## src/rtl/safecrack_pkg.sv

```systemverilog
// safecrack_pkg: shared state encoding and thermometer helper for the combination-lock controller
package safecrack_pkg;

    typedef enum logic [3:0] {
        ENTER = 4'b0001,
        OPEN  = 4'b0010,
        PROG  = 4'b0100,
        LOCK  = 4'b1000
    } state_t;

    // Bit i is set for every i < n, capped at width; callers cast to their LED width.
    function automatic logic [31:0] thermo(input int n, input int width);
        logic [31:0] t;
        t = '0;
        for (int i = 0; i < 32; i++) t[i] = (i < n) && (i < width);
        return t;
    endfunction

endpackage

```

## src/rtl/sec_tick_gen.sv

```systemverilog
// sec_tick_gen: seconds prescaler producing a one-cycle tick every TICKS_PER_SEC enabled cycles
module sec_tick_gen #(
    parameter int TICKS_PER_SEC = 50_000_000
) (
    input  logic clk,
    input  logic rst,
    input  logic en,
    output logic tick
);

    localparam int CW = TICKS_PER_SEC > 1 ? $clog2(TICKS_PER_SEC) : 1;
    localparam logic [CW-1:0] C_LAST = CW'(TICKS_PER_SEC - 1);

    logic [CW-1:0] cnt_q;

    assign tick = en && (cnt_q == C_LAST);

    // Count while enabled, restart at the wrap and whenever disabled
    always_ff @(posedge clk) begin
        cnt_q <= (rst || !en || tick) ? '0 : cnt_q + 1'b1;
    end

endmodule

```

## src/rtl/safecrack_param_fsm.sv

```systemverilog
// safecrack_param_fsm: parametrised combination lock with code reprogramming and timed lockout (optional AUTO_RELOCK_EN)
module safecrack_param_fsm
    import safecrack_pkg::*;
#(
    parameter int NBTN          = 4,
    parameter int CODE_LEN      = 3,
    parameter int MAX_ERR       = 3,
    parameter int LOCK_SECS     = 10,
    parameter int TICKS_PER_SEC = 50_000_000,
    parameter logic [CODE_LEN*NBTN-1:0] DEFAULT_CODE = {4'b0100, 4'b0010, 4'b0001}
) (
    input  logic                 clk,
    input  logic                 rst,
    input  logic                 ms,
    input  logic [NBTN-1:0]      btn,
    output logic                 unlocked,
    output logic                 locked_out,
    output logic [MAX_ERR-1:0]   leds_erros,
    output logic [CODE_LEN-1:0]  leds_digitos,
    output logic [LOCK_SECS-1:0] leds_segundos
);

    localparam int DW = $clog2(CODE_LEN + 1);
    localparam int EW = $clog2(MAX_ERR + 1);
    localparam int SW = $clog2(LOCK_SECS + 1);
    localparam logic [DW-1:0] D_LAST = DW'(CODE_LEN - 1);
    localparam logic [EW-1:0] E_MAX  = EW'(MAX_ERR);
    localparam logic [SW-1:0] S_MAX  = SW'(LOCK_SECS);

    state_t                     state_q;
    logic [CODE_LEN*NBTN-1:0]   code_q, new_q, new_d;
    logic [NBTN-1:0]            btn_q, ref_sym;
    logic [DW-1:0]              digit_q;
    logic [EW-1:0]              err_q, err_inc;
    logic [SW-1:0]              sec_q, sec_inc;
    logic                       mis_q, miss_d, press, last, tick, tmr_en;

    assign press   = (|btn) && !(|btn_q);
    assign last    = digit_q == D_LAST;
    assign miss_d  = mis_q || (btn != ref_sym);
    assign err_inc = err_q + 1'b1;
    assign sec_inc = sec_q + 1'b1;

`ifdef AUTO_RELOCK_EN
    assign tmr_en = (state_q == LOCK) || (state_q == OPEN && !ms);
`else
    assign tmr_en = state_q == LOCK;
`endif

    sec_tick_gen #(.TICKS_PER_SEC(TICKS_PER_SEC)) u_tick (
        .clk  (clk),
        .rst  (rst),
        .en   (tmr_en),
        .tick (tick)
    );

    // Select the stored digit under test and build the code being programmed
    always_comb begin
        ref_sym = '0;
        new_d   = new_q;
        for (int i = 0; i < CODE_LEN; i++) begin
            if (digit_q == DW'(i)) begin
                ref_sym = code_q[i*NBTN +: NBTN];
                new_d[i*NBTN +: NBTN] = btn;
            end
        end
    end

    // Lock state machine: code entry judged only after the last digit
    always_ff @(posedge clk) begin
        if (rst) begin
            state_q <= ENTER;
            code_q  <= DEFAULT_CODE;
            new_q   <= '0;
            btn_q   <= '0;
            digit_q <= '0;
            err_q   <= '0;
            sec_q   <= '0;
            mis_q   <= 1'b0;
        end else begin
            btn_q <= btn;
            case (state_q)
                ENTER: if (press) begin
                    if (last) begin
                        digit_q <= '0;
                        mis_q   <= 1'b0;
                        if (!miss_d) begin
                            state_q <= OPEN;
                            err_q   <= '0;
                        end else begin
                            err_q <= err_inc;
                            if (err_inc == E_MAX) state_q <= LOCK;
                        end
                    end else begin
                        digit_q <= digit_q + 1'b1;
                        mis_q   <= miss_d;
                    end
                end
                OPEN: begin
                    if (ms) begin
                        state_q <= PROG;
                        digit_q <= '0;
                        sec_q   <= '0;
                    end else if (press) begin
                        state_q <= ENTER;
                        sec_q   <= '0;
                    end
`ifdef AUTO_RELOCK_EN
                    else if (tick) begin
                        if (sec_inc == S_MAX) begin
                            state_q <= ENTER;
                            sec_q   <= '0;
                        end else begin
                            sec_q <= sec_inc;
                        end
                    end
`endif
                end
                PROG: begin
                    if (!ms) begin
                        state_q <= OPEN;
                        digit_q <= '0;
                    end else if (press) begin
                        new_q <= new_d;
                        if (last) begin
                            code_q  <= new_d;
                            state_q <= ENTER;
                            digit_q <= '0;
                        end else begin
                            digit_q <= digit_q + 1'b1;
                        end
                    end
                end
                LOCK: if (tick) begin
                    if (sec_inc == S_MAX) begin
                        state_q <= ENTER;
                        err_q   <= '0;
                        sec_q   <= '0;
                    end else begin
                        sec_q <= sec_inc;
                    end
                end
                default: state_q <= ENTER;
            endcase
        end
    end

    assign unlocked      = state_q == OPEN;
    assign locked_out    = state_q == LOCK;
    assign leds_erros    = MAX_ERR'(thermo(int'(err_q), MAX_ERR));
    assign leds_digitos  = (state_q == ENTER || state_q == PROG) ? CODE_LEN'(thermo(int'(digit_q), CODE_LEN)) : '0;
    assign leds_segundos = LOCK_SECS'(thermo(int'(sec_q), LOCK_SECS));

endmodule

```

## config.mk

```make
export PLATFORM = sky130hd
export DESIGN_NAME = safecrack_param_fsm
export DESIGN_NICKNAME = d
export VERILOG_FILES = /design/src/rtl/safecrack_pkg.sv /design/src/rtl/sec_tick_gen.sv /design/src/rtl/safecrack_param_fsm.sv
export SDC_FILE = /design/constraint.sdc
export NUM_CORES = 1
export LEC_CHECK = 0
export BUFFER_PORTS_ARGS = -buffer_cell sky130_fd_sc_hd__buf_2
export CAP_MARGIN = 15
export CORE_MARGIN = 5
export CORE_UTILIZATION = 59
export DETAILED_ROUTE_END_ITERATION = 10
export PLACE_DENSITY = 0.79
export RECOVER_POWER = 25
export SLEW_MARGIN = 30
export SYNTH_ARGS = -nofsm -noshare
export SYNTH_HDL_FRONTEND = slang
export SYNTH_SLANG_ARGS = --single-unit
```

## constraint.sdc

```tcl
create_clock -name clk -period 3.2 [get_ports clk]
set_input_delay 0.64 -clock clk [delete_from_list [all_inputs] [get_ports clk]]
set_output_delay 0.64 -clock clk [all_outputs]
set_load 0.02 [all_outputs]
```

==> results.yml, run 1 <==
drt:
  dr_total_vias: 2607
  wirelength_um: 6120
  initialDrtViolationCount: 153
  drt-wirelength-per-cell_um: 13.1
  drc: 0
  ant_nets: 0
  first_pass_iters: 4
  detail_route.vias_per_cell: 5.57
placed_design:
  dpl.hpwl_um: 4120
  place.gp.congestion: 0.840
  port_buffers: 24
  post_dp_cell_area_um2: 3330
worst_setup_path:
  crit_slowest_cell: "nor2_1"
  path_max_fanout: 10
  reg2reg_from: "btn_q[1]"
  crit_path_cell_trace: "or4_1 -> nor2_1 -> nand3_1 -> nor2_1 -> mux2i_1 -> nor2_1"
  setup.worst_path.end_class: "flop"
  regToRegEndpoint: "code_q[4]"
  r2r_slack_ps: 640
  worstSetupStartpointType: "flop"
  cpPeakStageDelay_ps: 750
  reg2regPathDepth: 6
  cp.required_ps: 3370
  arrival_ps: 2730
  worstSetupPathType: "reg2reg"
  crit_top_cell: "nor2_1"
flow_run:
  cap_violations: 1
floorplan:
  die_w_um: 83.7
  pin_count: 25
  chipHeight_um: 83.7
  die_area_um2: 7000
  rows: 26
  coreArea_um2: 5200
  floorplan.initialDensity_pct: 61.5
status:
  status: "finished with violations"
  violations: "capacitance limit, slew limit"
timing:
  hold_violations: 0
  min_period_ps: 2560
  finalSetupViolCount: 0
  finClkSkew_ps: 10.8
  maxSlewViolCount: 41
  worst_slew_pin_slew_ps: 1640
  maxSlewHeadroom_pct: -9.36
  max_freq_ghz: 0.390
  rsz0062_at_grt: "no"
  min_period_over_period_pct: 80.0
  tns_ps: 0
worst_hold_path:
  hp-class: "reg2reg"
  min_from: "u_tick.cnt_q[0]"
  holdPathStages: 1
  holdPathEnd: "u_tick.cnt_q[0]"
clock_tree:
  cts_buffers: 9
  htreeDepth: 3
  ctsHoldBuffers: 0
  clk_pin_slew_ps: 80
  clk_latency_ps: 340
  ctsResizeCount: 0
  cts_setup_buffers: 0
  cts_tree: "yes"
  cts_sinks: 63
  clock_path_buffers: 2
  clockRootBuffer: "clkbuf_8"
power_and_ir_drop:
  ir_worst_vdd_uv: 309
  total_power_w: 0.00170
  p_leak_nw: 1.29
  power.density_nw_per_um2: 478
yosys:
  yosys-top-cells-area: "dfxtp_1, mux2i_1, nor2_1"
  syn_area_um2: 3200
  synth-seq-cells: 63
  synth_top_area_share_pct: 39.4
  yosys.area.top_type: "dfxtp_1"
  yosysWarnings: 0
  synthCells: 379
  synthFlopType: "dfxtp_1"
  syn_avg_cell_area_um2: 8.45
  synth_edf_count: 0
  ys_async_sr_fraction_pct: 0
  postSynthNetCount: 394
  ys_seq_area_share_pct: 39.4
  yosysUniqueCellTypes: 50
grt:
  grt_start_max_net_pins: 41
  grt-ovfl-total: 0
  grt_usage_pct: 18.6
  grt_antenna_before_repair: 0
  grt_pass1_wl_um: 10900
  grt_pass1_vias: 2490
final_layout:
  nNetsFinal: 408
  diodes: 0
  final_area_um2: 3550
  area_growth_pct: 10.7
  drive_above_1_share_pct: 10.1
cell families after synthesis:
logic type | count (synthesis) | synth area share (%)
multiplexers | 24 | 7.50
buffers and inverters | 42 | 5.55
AO/OA/AOI/OAI | 43 | 8.95
XOR/XNOR | 28 | 7.66
AND/OR/NAND/NOR | 171 | 27.9
flip-flops | 63 | 39.4
adder cells (fa/ha/maj) | 8 | 3.13
registers in the layout (all words and copies together), names as in the netlist:
signal / cells
state_q: 4
btn_q: 4
new_q: 8
sec_q: 4
mis_q: 1
code_q: 12
u_tick.cnt_q: 26
digit_q: 2
err_q: 2
cell usage after synthesis (4+ instances only):
master / count
a21o_1: 4
nand2b_1: 10
nor3_1: 13
dfxtp_1: 63
xnor2_1: 18
buf_4: 5
or3_1: 4
xor2_1: 10
nor4_1: 5
nor2_1: 64
nand2_1: 13
nor2b_1: 6
ha_1: 8
mux2i_1: 24
a21oi_1: 12
clkbuf_1: 18
nand4_1: 7
inv_1: 17
nand3b_1: 6
o21ai_0: 8
or4_1: 5
nand3_1: 15
area by class of cell:
type	instances	area, um2
multi-input cells	274	1760
fillers	431	1660
flip-flops and latches	63	1260
clock buffers	14	183
repair buffers	28	126
well taps	70	87.6
inverters	17	63.8
clock inverters	2	60.1
stage by stage:
step	worst slack (ps)	utilization (%)	cells	hold slack, ps
floorplan	759	-	379	418
CTS	685	68.6	468	460
finish	639	68.1	468	455
global placement	797	63.9	452	429
global route	463	68.1	468	489
detailed placement	731	63.9	452	448
cell usage in the layout, fill, tap and decap left out, types with 2 or more instances in the layout:
cell / synthesis / layout
a211o_1: 3 / 3
a21boi_0: 2 / 2
a21o_1: 4 / 4
a21oi_1: 12 / 12
and2_1: 2 / 2
and3_1: 2 / 2
and3_2: 2 / 2
and4_1: 2 / 2
buf_2: 1 / 14
bufinv_16: 0 / 2
clkbuf_1: 18 / 14
clkbuf_8: 0 / 13
dfxtp_1: 63 / 63
ha_1: 8 / 8
inv_1: 17 / 17
mux2i_1: 24 / 24
nand2_1: 13 / 13
nand2b_1: 10 / 10
nand3_1: 15 / 15
nand3b_1: 6 / 6
nand4_1: 7 / 7
nor2_1: 64 / 64
nor2b_1: 6 / 6
nor3_1: 13 / 13
nor3b_1: 2 / 2
nor4_1: 5 / 5
o2111ai_1: 2 / 2
o21a_1: 3 / 3
o21ai_0: 8 / 8
o31ai_1: 2 / 2
o32ai_1: 2 / 2
or2_2: 3 / 3
or3_1: 4 / 4
or4_1: 5 / 5
xnor2_1: 18 / 18
xor2_1: 10 / 10
layer usage:
layer	track usage [%]	share of wire, %	up-vias
met1	23.6	49	1215
li1	-	-	1322
met4	9.36	1.6	0
met5	0	0	-
met3	4.74	4.9	10
met2	29.3	45	60
how the worst max path moves through the flow:
stage	start	depth (start not counted)	slack, ps	to
detailed placement	btn[3]	7	730	code_q[8]
CTS	btn_q[1]	6	690	code_q[4]
global placement	btn[3]	7	800	code_q[7]
finish	btn_q[1]	6	640	code_q[4]
global route	btn_q[1]	6	460	code_q[4]
floorplan	state_q[1]	7	760	state_q[3]
worst max-delay path: cells and delay by family, from the launching register on:
family / cells / cell delay (ps)
DFF: 1 / 300
muxes: 1 / 280
and+or+nand+nor: 5 / 1800
power by group:
group          internal, W  switching [W]
Sequential        0.000790     0.00000987
Clock             0.000525       0.000306
Combinational    0.0000284      0.0000372
Total              0.00134       0.000353
No activity file was read; power rests on OpenSTA's default activity.
==> run 2: changes to the inputs <==
Settings changed: CORE_UTILIZATION 59 to 54, PLACE_DENSITY 0.79 to 0.76.
Clock period 3.2 ns to 2.1 ns, I/O delays scaled along.
==> results.yml, run 2 (synthesis results as in run 1) <==
timing:
  min_period_over_period_pct: 103
  tns_ps: -571
  finalSetupViolCount: 30
  finalWorstSetupSlack_ps: -62.4
  worst_slew_pin_slew_ps: 595
  maxSlewViolCount: 0
  rsz0062_at_grt: "yes"
  maxSlewHeadroom_pct: 60.2
  hold_violations: 0
  min_period_ps: 2160
  finClkSkew_ps: 9.76
  hold_ws_ps: 395
  max_freq_ghz: 0.462
flow_run:
  cap_violations: 0
status:
  status: "finished with violations"
  violations: "setup timing"
worst_setup_path:
  reg2reg_from: "u_tick.cnt_q[24]"
  setup.worst_path.end_class: "flop"
  regToRegEndpoint: "state_q[3]"
  reg2regPathDepth: 6
  worstSetupStartpointType: "flop"
  path_max_fanout: 3
  worstSetupPathType: "reg2reg"
  r2r_slack_ps: -60
  cp.required_ps: 2310
  arrival_ps: 2370
clock_tree:
  clk_pin_slew_ps: 80
  clock_path_buffers: 2
  clockRootBuffer: "clkbuf_8"
  htreeDepth: 3
  cts_sinks: 63
  ctsHoldBuffers: 0
  clk_latency_ps: 340
  cts_buffers: 9
  cts_tree: "yes"
worst_hold_path:
  holdPathEnd: "btn_q[3]"
  hp-class: "in2reg"
  holdPathStages: 2
  min_from: "btn[3]"
floorplan:
  chipHeight_um: 87.0
  rows: 28
  coreArea_um2: 5850
  pin_count: 25
  die_w_um: 87.0
  die_area_um2: 7570
  floorplan.initialDensity_pct: 54.7
grt:
  grt_pass1_vias: 2499
  grt_antenna_before_repair: 0
  grt_usage_pct: 18.9
  grt-ovfl-total: 0
  grt_pass1_wl_um: 11400
  grt_start_max_net_pins: 27
drt:
  initialDrtViolationCount: 128
  wirelength_um: 6730
  detail_route.vias_per_cell: 5.36
  ant_nets: 0
  first_pass_iters: 4
  dr_total_vias: 2712
  drt-wirelength-per-cell_um: 13.3
  drc: 0
final_layout:
  final_common_cell: "nor2_1"
  final_cell_mix: "nor2_1, dfxtp_1, buf_4"
  drive_above_1_share_pct: 23.0
  reg.largest.list: "u_tick.cnt_q x26, code_q x12, new_q x8"
  nNetsFinal: 441
  area_growth_pct: 22.9
  top_register: "u_tick.cnt_q"
  final_area_um2: 3940
  largest_register_ff_count: 26
  diodes: 0
placed_design:
  post_dp_cell_area_um2: 3620
  pre_cts_slack_ps: -83.3
  port_buffers: 24
  dpl.hpwl_um: 4630
  place.gp.congestion: 0.848
power_and_ir_drop:
  power.density_nw_per_um2: 668
  p_leak_nw: 1.54
  ir_worst_vdd_uv: 450
run 2: changes by cell type in the layout (fill, tap and decap cells not counted), moves of 4 or more:
cell and delta:
buf_2 +10, buf_4 +34, clkbuf_1 -14, clkbuf_8 -4
run 2: where the power goes:
| part | switching [W] | leakage (nW) | internal [W] |
|---|---|---|---|
| clock | 0.000496 | 0.120 | 0.000792 |
| combinational | 0.0000722 | 0.914 | 0.0000567 |
| sequential | 0.00000947 | 0.509 | 0.00120 |
run 2: per-layer routing:
layer | vias up | global-route usage (%) | wire, um
met5 | - | 0 | 0
li1 | 1389 | - | -
met2 | 49 | 31.8 | 3310
met4 | 0 | 8.22 | 112
met3 | 8 | 3.22 | 255
met1 | 1266 | 23.7 | 3050
run 2: what timing repair did:
item,in CTS,in global routing
cloned,0,0
gates resized for setup,2,11
pin swaps,1,3
setup endpoints to repair,30,43
buffers inserted,1,0
run 2: layout make-up:
| class | count | area [um2] |
|---|---|---|
| fill | 459 | 1910 |
| inverter | 17 | 63.8 |
| clock buffer | 9 | 124 |
| clock inverter | 7 | 120 |
| tap | 75 | 93.8 |
| sequential | 63 | 1260 |
| multi-input combinational | 274 | 1850 |
| timing repair buffer | 61 | 423 |
run 2: critical path: stages, from the launching register on:
cell and delay [ps]:
dfxtp_1 310, or4b_1 510, or4_4 560, o31ai_4 210, nor3b_4 240, nand2b_1 140, a21oi_1 60
run 2: worst max path at each step:
| stage | start | to | slack [ps] | depth (start not counted) |
|---|---|---|---|---|
| finish | u_tick.cnt_q[24] | state_q[3] | -60 | 6 |
| CTS | u_tick.cnt_q[24] | state_q[3] | -100 | 6 |
| floorplan | u_tick.cnt_q[7] | u_tick.cnt_q[25] | 0.1 | 7 |
| global placement | u_tick.cnt_q[24] | state_q[3] | -20 | 6 |
| detailed placement | u_tick.cnt_q[24] | state_q[3] | -80 | 6 |
| global route | u_tick.cnt_q[24] | state_q[3] | -170 | 6 |
run 2: per-stage QoR:
stage / total power [W] / cells / utilization [%]
final: 0.00263 / 506 / 67.3
after global routing: 0.00272 / 506 / 67.3
after CTS: 0.00264 / 506 / 66.4
after detailed placement: 0.00136 / 489 / 61.9
after global placement: 0.00136 / 489 / 61.9
after floorplan: 0.00132 / 379 / -
==> run 3: changes to the inputs <==
Settings changed: ABC_AREA set to 1, SLEW_MARGIN 30 to 20.
==> results.yml, run 3 <==
floorplan:
  pin_count: 25
  die_w_um: 89.7
  coreArea_um2: 6280
  rows: 29
  chipHeight_um: 89.7
  die_area_um2: 8050
  floorplan.initialDensity_pct: 54.7
worst_setup_path:
  reg2regPathDepth: 9
  setup.worst_path.end_class: "primary output"
  path_max_fanout: 4
  worstSetupStartpointType: "flop"
  worstSetupPathType: "reg2out"
  cp.required_ps: 1680
  arrival_ps: 1480
grt:
  grt-ovfl-total: 0
  grt_pass1_vias: 2876
  grt_start_max_net_pins: 21
  grt_pass1_wl_um: 12800
  grt_usage_pct: 19.0
  grt_antenna_before_repair: 0
clock_tree:
  cts_setup_buffers: 0
  clk_pin_slew_ps: 70
  clock_path_buffers: 2
  cts_buffers: 9
  cts_tree: "yes"
  htreeDepth: 3
  cts_sinks: 63
  ctsResizeCount: 0
  clk_latency_ps: 340
  ctsHoldBuffers: 0
  clockRootBuffer: "clkbuf_8"
yosys:
  synth_mux_area_share_pct: 0.292
  yosys.area.top_type: "dfxtp_1"
  synth-seq-cells: 63
  syn_area_um2: 3430
  synth-xor-area-share_pct: 1.02
  synth_most_common_cell: "nand2_1"
  synth_top_family_by_area: "simple AND/OR/NAND/NOR gates"
  yosysWarnings: 0
  synthCells: 487
  syn_avg_cell_area_um2: 7.04
  yosysUniqueCellTypes: 44
  synthFlopType: "dfxtp_1"
  synth_top_area_share_pct: 36.8
  ys_seq_area_share_pct: 36.8
  synth_edf_count: 0
  ys_async_sr_fraction_pct: 0
  yosys-top-cells-area: "dfxtp_1, nand2_1, nor2_1"
  postSynthNetCount: 502
  synth_compound_area_share_pct: 10.9
  synth_commonest_cells: "nand2_1, nor2_1, dfxtp_1"
  synth-adder-area-share_pct: 2.92
  synth-simple-area-share_pct: 38.7
final_layout:
  drive_above_1_share_pct: 17.0
  nFillCells: 584
  area_growth_pct: 10.4
  multi_input_area_um2: 1840
  final_cell_mix: "nand2_1, nor2_1, dfxtp_1"
  reg.largest.list: "u_tick.cnt_q x26, code_q x12, new_q x8"
  final_common_cell: "nand2_1"
  diodes: 0
  instances_no_fill: 600
  largest_register_ff_count: 26
  ff_latch_area_um2: 1260
  nNetsFinal: 533
  top_register: "u_tick.cnt_q"
power_and_ir_drop:
  p_int_w: 0.00169
  p_clk_share_pct: 38.9
  p_switching_w: 0.000662
  combPwrFrac_pct: 9.2
  ir_worst_vdd_uv: 336
  p_leak_nw: 1.60
  power.density_nw_per_um2: 621
  seq_power_share_pct: 51.9
  power.share.switching_pct: 28.1
flow_run:
  cap_violations: 0
drt:
  detail_route.vias_per_cell: 5.23
  first_pass_iters: 4
  initialDrtViolationCount: 182
  dr_total_vias: 3140
  wirelength_um: 7380
  ant_nets: 0
  drc: 0
  drt-wirelength-per-cell_um: 12.3
timing:
  hold_violations: 0
  finalSetupViolCount: 0
  tns_ps: 0
  worst_slew_pin_slew_ps: 955
  rsz0062_at_grt: "no"
  min_period_ps: 1900
  maxSlewViolCount: 0
  max_freq_ghz: 0.525
  min_period_over_period_pct: 90.7
  finClkSkew_ps: 9.06
  maxSlewHeadroom_pct: 36.3
status:
  status: "complete, no violations"
placed_design:
  port_buffers: 24
  dp_cells: 584
  place.gp.congestion: 0.906
  dpl.hpwl_um: 5480
worst_hold_path:
  hp-class: "in2reg"
  holdPathStages: 3
==> run 3: cell types whose count changed in the layout (fill, tap and decap cells not counted), moves of 15 or more <==
| cell | before | now |
|---|---|---|
| buf_4 | 35 | 3 |
| inv_1 | 17 | 57 |
| mux2i_1 | 24 | 1 |
| nand2_1 | 13 | 91 |
| nand3_1 | 13 | 28 |
| o21ai_0 | 8 | 23 |
| xnor2_1 | 18 | 3 |
==> run 3: path summary, 6_finish.rpt <==
path              start         endpoint  slack [ps]
max          state_q[0]  leds_digitos[2]         200
min              btn[2]       code_q[10]         320
max reg2reg    btn_q[1]        code_q[4]         260
min reg2reg    new_q[1]         new_q[1]         470
==> run 3: cell type report <==
type,count,area share (%)
clock inverter,7,1.06
tap,77,2.54
clock buffer,9,3.27
inverter,69,6.87
timing repair buffer,30,4.39
sequential,63,33.3
multi-input combinational,345,48.6
==> run 3: kinds of logic (layout without fill, tap and decap cells) <==
family / count (synthesis) / in the layout
AO/OA/AOI/OAI: 65 / 65
multiplexers: 1 / 1
AND/OR/NAND/NOR: 267 / 267
adder cells (fa/ha/maj): 8 / 8
flip-flops: 63 / 63
buffers and inverters: 79 / 115
XOR/XNOR: 4 / 4
==> run 3: power by group through the flow <==
stage / clock network (W) / logic [W] / registers [W]
2_1_floorplan: 0 / 0.000169 / 0.00125
3_3_place_gp: 0 / 0.000216 / 0.00125
6_report: 0.000915 / 0.000217 / 0.00122
4_1_cts: 0.000941 / 0.000220 / 0.00122
3_5_place_dp: 0 / 0.000219 / 0.00125
5_1_grt: 0.000997 / 0.000240 / 0.00122
==> run 3: critical path, stage by stage (launching register included) <==
cell and delay [ps]:
dfxtp_1 380, inv_2 60, nand4_1 110, inv_1 70, nor2_1 270, nor3_1 80, buf_2 170
==> run 3: metal layers <==
metal | routed length, um | GRT usage [%]
met1 | 3470 | 24.4
met2 | 3460 | 29.9
met3 | 337 | 3.42
met4 | 107 | 10.6
met5 | 0 | 0
==> run 3: through the flow <==
stage / setup slack (ps) / cell area (um2) / util (%) / hold slack, ps / total power [W]
3_5_place_dp: 284 / 3640 / 58.1 / 460 / 0.00147
2_1_floorplan: 369 / 3430 / - / 426 / 0.00141
6_report: 195 / 3790 / 60.3 / 324 / 0.00235
5_1_grt: 39.9 / 3790 / 60.3 / 356 / 0.00246
4_1_cts: 171 / 3810 / 60.7 / 307 / 0.00238
3_3_place_gp: 336 / 3640 / 58.1 / 442 / 0.00146
